===== src/rtl/param_multicycle_cpu.sv =====
// param_multicycle_cpu -- parametrised multi-cycle ALU/branch core.
//
// Each instruction walks FETCH -> DECODE -> EXEC -> WB, which is four clocks.
// HLT leaves EXEC for HALT and does not retire. The instruction memory is
// loaded through the imem_* port. The register file is observed through the
// dbg_* port.
//
// Optional feature macro: ALU_SAT_EN. When it is defined, ADD and SUB are
// unsigned saturating. Otherwise they wrap modulo 2**DATA_W.
//
// Ports:
//   clk, rst            single rising-edge clock, synchronous active-high reset
//   start               run from PC=0 (honoured in IDLE/HALT only)
//   imem_we/waddr/wdata instruction write port (honoured in IDLE/HALT only)
//   dbg_raddr/dbg_rdata combinational register read
//   pc, busy, halted    current PC and run status
//   err                 sticky illegal-opcode flag
//   retired             retired-instruction count (wraps)
module param_multicycle_cpu #(
    parameter  int DATA_W     = 8,
    parameter  int RAW        = 4,
    parameter  int IMEM_DEPTH = 16,
    parameter  int CNT_W      = 16,
    localparam int PC_W       = $clog2(IMEM_DEPTH),
    localparam int INSTR_W    = 4 + 3*RAW
) (
    input  logic               clk,
    input  logic               rst,
    input  logic               start,
    input  logic               imem_we,
    input  logic [PC_W-1:0]    imem_waddr,
    input  logic [INSTR_W-1:0] imem_wdata,
    input  logic [RAW-1:0]     dbg_raddr,
    output logic [DATA_W-1:0]  dbg_rdata,
    output logic [PC_W-1:0]    pc,
    output logic               busy,
    output logic               halted,
    output logic               err,
    output logic [CNT_W-1:0]   retired
);
    localparam int NREG = 2**RAW;

    typedef enum logic [2:0] {
        S_IDLE, S_FETCH, S_DECODE, S_EXEC, S_WB, S_HALT
    } state_t;

    state_t              state;
    logic [INSTR_W-1:0]  imem [IMEM_DEPTH];
    logic [DATA_W-1:0]   regs [NREG];
    logic [INSTR_W-1:0]  ir;
    logic [DATA_W-1:0]   op_a, op_b, op_d;

    // EXEC results held for WB
    logic [DATA_W-1:0]   res_q;
    logic                wr_q, ill_q;
    logic [PC_W-1:0]     npc_q;

    logic                loadable;
    logic [3:0]          opc;
    logic [RAW-1:0]      rd, rs, rt;
    logic [2*RAW-1:0]    imm;
    logic [DATA_W-1:0]   imm_data;
    logic [PC_W-1:0]     imm_pc;
    logic [DATA_W-1:0]   result;
    logic                wr_en, illegal;
    logic [PC_W-1:0]     next_pc;

    assign loadable  = (state == S_IDLE) || (state == S_HALT);
    assign opc       = ir[INSTR_W-1 -: 4];
    assign rd        = ir[3*RAW-1 -: RAW];
    assign rs        = ir[2*RAW-1 -: RAW];
    assign rt        = ir[RAW-1:0];
    assign imm       = ir[2*RAW-1:0];
    assign imm_pc    = imm[PC_W-1:0];
    assign dbg_rdata = regs[dbg_raddr];

    // LDI immediate is zero-extended or truncated to the register width
    generate
        if (DATA_W >= 2*RAW) begin : g_imm_ext
            assign imm_data = DATA_W'(imm);
        end else begin : g_imm_trunc
            assign imm_data = imm[DATA_W-1:0];
        end
    endgenerate

`ifdef ALU_SAT_EN
    logic [DATA_W:0] sum, diff;
    assign sum  = {1'b0, op_a} + {1'b0, op_b};
    assign diff = {1'b0, op_a} - {1'b0, op_b};   // MSB set means borrow
`endif

    always_comb begin
        result  = '0;
        wr_en   = 1'b0;
        illegal = 1'b0;
        next_pc = pc + PC_W'(1);
        case (opc)
            4'd0: ;
`ifdef ALU_SAT_EN
            4'd1: begin result = sum[DATA_W]  ? '1 : sum[DATA_W-1:0];  wr_en = 1'b1; end
            4'd2: begin result = diff[DATA_W] ? '0 : diff[DATA_W-1:0]; wr_en = 1'b1; end
`else
            4'd1: begin result = op_a + op_b; wr_en = 1'b1; end
            4'd2: begin result = op_a - op_b; wr_en = 1'b1; end
`endif
            4'd3: begin result = op_a & op_b; wr_en = 1'b1; end
            4'd4: begin result = op_a | op_b; wr_en = 1'b1; end
            4'd5: begin result = op_a ^ op_b; wr_en = 1'b1; end
            4'd6: begin result = imm_data;    wr_en = 1'b1; end
            4'd7: if (op_d == '0) next_pc = imm_pc;
            4'd8: next_pc = imm_pc;
            4'd15: ;
            default: illegal = 1'b1;
        endcase
    end

    // Instruction memory is not reset. A write commits in the same cycle as
    // start, so the first FETCH already sees the new word.
    always_ff @(posedge clk) begin
        if (imem_we && loadable)
            imem[imem_waddr] <= imem_wdata;
    end

    always_ff @(posedge clk) begin
        if (rst) begin
            state   <= S_IDLE;
            pc      <= '0;
            busy    <= 1'b0;
            halted  <= 1'b0;
            err     <= 1'b0;
            retired <= '0;
            ir      <= '0;
            op_a    <= '0;
            op_b    <= '0;
            op_d    <= '0;
            res_q   <= '0;
            wr_q    <= 1'b0;
            ill_q   <= 1'b0;
            npc_q   <= '0;
            for (int k = 0; k < NREG; k++)
                regs[k] <= DATA_W'(k);
        end else begin
            case (state)
                S_IDLE, S_HALT: begin
                    if (start) begin
                        state  <= S_FETCH;
                        pc     <= '0;
                        busy   <= 1'b1;
                        halted <= 1'b0;
                    end
                end
                S_FETCH: begin
                    ir    <= imem[pc];
                    state <= S_DECODE;
                end
                S_DECODE: begin
                    op_a  <= regs[rs];
                    op_b  <= regs[rt];
                    op_d  <= regs[rd];
                    state <= S_EXEC;
                end
                S_EXEC: begin
                    if (opc == 4'd15) begin
                        state  <= S_HALT;
                        busy   <= 1'b0;
                        halted <= 1'b1;
                    end else begin
                        res_q <= result;
                        wr_q  <= wr_en;
                        ill_q <= illegal;
                        npc_q <= next_pc;
                        state <= S_WB;
                    end
                end
                S_WB: begin
                    if (wr_q)
                        regs[rd] <= res_q;
                    if (ill_q)
                        err <= 1'b1;
                    pc      <= npc_q;
                    retired <= retired + CNT_W'(1);
                    state   <= S_FETCH;
                end
                default: state <= S_IDLE;
            endcase
        end
    end
endmodule

===== config.mk =====
export PLATFORM = sky130hd
export DESIGN_NAME = param_multicycle_cpu
export DESIGN_NICKNAME = d
export VERILOG_FILES = /design/src/rtl/param_multicycle_cpu.sv
export SDC_FILE = /design/constraint.sdc
export NUM_CORES = 1
export LEC_CHECK = 0
export BUFFER_PORTS_ARGS = -buffer_cell sky130_fd_sc_hd__buf_2
export CAP_MARGIN = 0
export CORE_ASPECT_RATIO = 0.5
export CORE_MARGIN = 4
export CORE_UTILIZATION = 55
export DETAILED_ROUTE_END_ITERATION = 8
export PLACE_DENSITY = 0.78
export SLEW_MARGIN = 15
export SYNTH_ARGS = -nofsm -noshare
export SYNTH_HDL_FRONTEND = slang
export SYNTH_SLANG_ARGS = --single-unit
export TNS_END_PERCENT = 1

===== constraint.sdc =====
create_clock -name clk -period 2.65 [get_ports clk]
set_input_delay 0.265 -clock clk [delete_from_list [all_inputs] [get_ports clk]]
set_output_delay 0.265 -clock clk [all_outputs]
set_load 0.02 [all_outputs]

== Yosys cells after proc, flatten, opt, wreduce, memory -nomap -nowiden ==
Memories as Yosys holds them, arrays and structs flattened. A register that Yosys moved wholly into a read port is not among the register bits.
Index checks and enable logic that the tools add are counted.
Word-level totals
  bits in registers: 40
  RAM bits: 384
  output and inout port bits: 31
  logic and storage cells: 78
  memories kept: 2
Memories
  imem: words 16, width 16, read ports 1, clocked after memory_dff 1, wr ports 1, line 48  | logic [INSTR_W-1:0] imem [IMEM_DEPTH];
  regs: words 16, width 8, read ports 4, clocked after memory_dff 3, wr ports 16, line 49  | logic [DATA_W-1:0] regs [NREG];
Operators by class
  $add $sub $neg: 4
  equal/unequal tests: 16
  mux-type cells: 27
  bitwise operators: 4
  reductions and logical operators: 15
Operators with widths (number)
  8-bit one-hot mux with 6 select lines: 1
  16-bit by 1-bit adder with 16-bit output (second input constant): 1
  4-bit by 3-bit == test with 1-bit output (second input constant): 4
  1-bit two-way mux: 16
  4-bit one-hot mux with 2 select lines: 2
  3-bit one-hot mux with 5 select lines: 1
  4-bit two-way mux: 3
  9-bit OR reduction: 1
  8-bit adder: 1
  8-bit bitwise AND: 1
  4-bit by 2-bit == test with 1-bit output (second input constant): 2
  4-bit == test (second input constant): 2
  8-bit logical NOT: 1
  8-bit two-way mux: 1
  8-bit OR: 1
  8-bit OR reduction: 1
  8-bit subtractor: 1
  8-bit bitwise XOR: 1
  3-bit by 2-bit == test with 1-bit output (second input constant): 2
  3-bit == test (second input constant): 2
  2-bit AND reduction: 3
  6-bit OR reduction: 1
  4-bit by 1-bit adder with 4-bit output (second input constant): 1
  4-bit by 1-bit == test with 1-bit output (second input constant): 1
  12 further kinds: 15

== Longest topological paths before layout ==
  depth after elaboration: 6
  mapped depth: 11
  depth with buffers taken out: 11

== Least setup slack after synthesis ==
No wires, ideal clock.
  path type: register -> register
  start: register ir[12], read port of imem
  end: register res_q[3]
  setup time: 0.070 ns
  arrival time: 2.846 ns
  slack: -0.266 ns
  stages on the path, launching flop included: 12
  period minus slack after synthesis: 2.916 ns
  cells stage by stage: dfxtp_1 clkbuf_1 nor3_1 mux2_2 inv_1 ha_1 nor2b_1 o21ai_0 a21oi_1 or3b_2 a21o_1 a21oi_1
On the way
  cells in the longest elaborated chain, start to end: 3
  elaborated cells on any way between the ends: 10
RTL lines
  start, declared: line 50  | logic [INSTR_W-1:0] ir;
  branches (longest 3 deep; another with 8-bit one-hot mux with 6 select lines)
  end signal, assigned: line 168  | res_q <= result;
  end, declared: line 54  | logic [DATA_W-1:0] res_q;
Several ways; the timed one is not identified.
A chain may end at the register's enable or synchronous reset.

== Final worst setup path ==
  start: register ir[15], read port of imem
  end: register res_q[3]
Same word-level chain as after synthesis.

==> results.json <==
{
  "status": "finished clean",
  "die_height_um": 152,
  "n_antenna_cell": 0,
  "synth-seq-cells": 464,
  "period_share_pct": 96.3,
  "worstPathArrival_ps": 3030,
  "r2r_cells": 12,
  "dr.pass1.iters": 6,
  "min_to": "imem[8][2]$_DFFE_PP_",
  "hold_viol": 0,
  "fp.coreArea_sq_um": 40600,
  "ys.flop_type": "edfxtp_1",
  "vias": 14100,
  "clockBufferDepth": 3,
  "timing.max_cap.violations": 0,
  "die_x_um": 296,
  "final_core_util_pct": 63.2,
  "ys_async_sr_fraction_pct": 0,
  "hold_depth": 1,
  "nNetsFinal": 1545,
  "fmax_mhz": 392,
  "setup_slack_ps": 98.4,
  "grt.overflow.total": 0,
  "path_max_fanout": 5,
  "drtIter0Drc": 2053,
  "critical_path_class": "reg -> reg",
  "slew-limit-headroom_pct": 41.6,
  "peakVddDrop_uv": 364,
  "wl_per_cell_um": 28.8,
  "ant_nets": 0,
  "design.die.area_sq_um": 44900,
  "fin_skew_ps": 39.7,
  "antenna_found_initial": 0,
  "rows": 52,
  "setup_tns_ps": 0,
  "r2r_slack_ps": 100,
  "postSynthAreaPerCell_sq_um": 16.4,
  "cts.sinks": 464,
  "reg2reg_to": "res_q[3]$_SDFFE_PP0P_",
  "start_util_pct": 56.0,
  "worst_pin_slew_ps": 872,
  "grt_usage_pct": 26.8,
  "yosysWarnings": 0,
  "p_leak_nw": 8.42,
  "setup.worst_path.end_class": "flop",
  "grt_pass1_wl_um": 90500,
  "worst_setup_path_start_kind": "flop",
  "drive_gt1_share_pct": 27.7,
  "min_from": "imem_wdata[2]",
  "grt_max_degree": 54,
  "place_inst": 1984,
  "area_delta_synth_final_pct": 12.9,
  "dp_worst_setup_slack_ps": -95.9,
  "finalMaxSlewViolations": 0,
  "rsz0062_at_grt": "no",
  "period_minus_slack_ps": 2550,
  "clock_latency_ps": 580,
  "synth-seq-area-share_pct": 57.7,
  "worstReg2RegStart": "ir[15]$_SDFFE_PP0P_",
  "yosysUniqueCellTypes": 58,
  "synth-edff-count": 384,
  "synth_area_sq_um": 22700,
  "io_pins": 59,
  "path_clk_slew_ps": 80,
  "hpwlAfterDp_um": 39700,
  "worst_ep_required_time_ps": 3130,
  "powerDensity_nw_per_um2": 625,
  "instances_no_fill": 2063,
  "netlist_instances": 1385,
  "setup_viol_count_final": 0,
  "numCtsBuffers": 42,
  "drc": 0,
  "viasPerCell": 6.84,
  "cts_tree": "yes",
  "place_area_sq_um": 24200,
  "wirelength_um": 59500,
  "cts_root_buffer": "clkbuf_16",
  "finalPower_mw": 16.0,
  "design_area_sq_um": 25700,
  "synth_nets": 1440,
  "htreeDepth": 2,
  "hold_class": "in -> reg",
  "grt_pass1_vias": 14300,
  "gp_congestion": 0.925,
  "port_buffers": 58,
  "fin_hold_ws_ps": 77.5
}
[sequential cells by signal, summed over array words and instances, names as in the netlist, 3 cells and up]
name and flops:
ir 16, op_a 8, pc 4, op_d 8, op_b 8, state 3
imem 256, res_q 8, npc_q 4, regs 128, retired 16
[power by group]
group          switching, mW  internal [mW]
clock network           2.73           3.50
registers              0.137           8.03
logic                  0.914          0.722
[cells in the mapped netlist, types with 3 or more instances]
cell type  number  area, sq um
a31oi_1         5         31.3
o22ai_1         3         18.8
nand4_1         7         43.8
and3_1          4         25.0
inv_1          27          101
a21oi_1        44          220
dfxtp_1        80         1600
edfxtp_1      384        11500
xnor2_1        15          131
and2_1         97          607
or2_2          10         62.6
nand3_1        10         50.1
o21ai_0        34          170
mux2i_1        37          370
nor3b_1         3         22.5
a32o_1         27          270
nand2b_1       23          144
or3_1          26          163
clkbuf_1       59          221
buf_2          16         80.1
nand2_1        28          105
mux4_2        162         3650
a22oi_1        10         75.1
xor2_1         12          105
a21o_1          4         30.0
a211oi_1        6         45.0
buf_1          14         52.6
nor3_1         19         95.1
ha_1           26          325
nor2b_1         9         56.3
buf_6          11          124
mux4_1         62         1630
nor2_1         81          304
nor3_2          3         30.0
[layer usage]
layer | part of all wire (%) | GRT usage (%) | routed length [um]
met3 | 10 | 5.73 | 6180
met4 | 4.0 | 9.70 | 2370
met5 | 0 | 0 | 0
met2 | 49 | 43.6 | 29000
met1 | 37 | 36.4 | 22000
[layout make-up]
type | count | area (sq um)
sequential | 464 | 13100
clock buffer | 53 | 1110
timing repair buffer | 163 | 1280
inverter | 27 | 101
clock inverter | 24 | 287
multi-input combinational | 792 | 9070
tap | 540 | 676
fill | 2750 | 14900
[worst max-delay path by stage]
stage,cells after the start,to,startpoint
after floorplan,11,res_q[3]$_SDFFE_PP0P_,ir[12]$_SDFFE_PP0P_
after global placement,12,res_q[3]$_SDFFE_PP0P_,ir[15]$_SDFFE_PP0P_
after detailed placement,12,res_q[3]$_SDFFE_PP0P_,ir[15]$_SDFFE_PP0P_
after CTS,12,res_q[3]$_SDFFE_PP0P_,ir[15]$_SDFFE_PP0P_
after global routing,12,res_q[3]$_SDFFE_PP0P_,ir[15]$_SDFFE_PP0P_
final,12,res_q[3]$_SDFFE_PP0P_,ir[15]$_SDFFE_PP0P_
[layout by cell type (no fill, tap or decap), types with 28 or more instances in the layout]
master       n
a21oi_1     42
dfxtp_1     74
buf_2       58
clkbuf_16   42
and2_1      97
o21ai_0     33
buf_4       88
mux2i_1     37
nand2_1     28
mux4_2     162
edfxtp_1   384
nor2_1      80
mux4_1      62
[worst max-delay path, cell delays in order (launching register included)]
cell and delay [ps]:
dfxtp_1 310, nand2b_4 140, nor3_2 100, buf_4 160, mux2_4 310, inv_1 60, ha_1 210, nor2b_1 140
o21ai_2 200, a21oi_1 80, or3b_2 470, a21o_1 180, a21oi_2 110
[logic make-up after synthesis]
logic type	count (synthesis)	synth area share (%)
flops	464	57.7
simple gates	333	8.01
mux	262	24.9
compound gates	142	4.12
buf+inv	129	2.65
fa+ha+maj	28	1.56
xor+xnor	27	1.04
[repair_timing]
item                                   4_1_cts  5_1_grt
pin swaps                                    0        3
endpoints found under the hold margin        1        0
hold buffers                                 1        0
resized for setup                            2        4
setup buffers                                0        1
setup endpoints to repair                    2        3
Power figures use the tool's default switching activity.
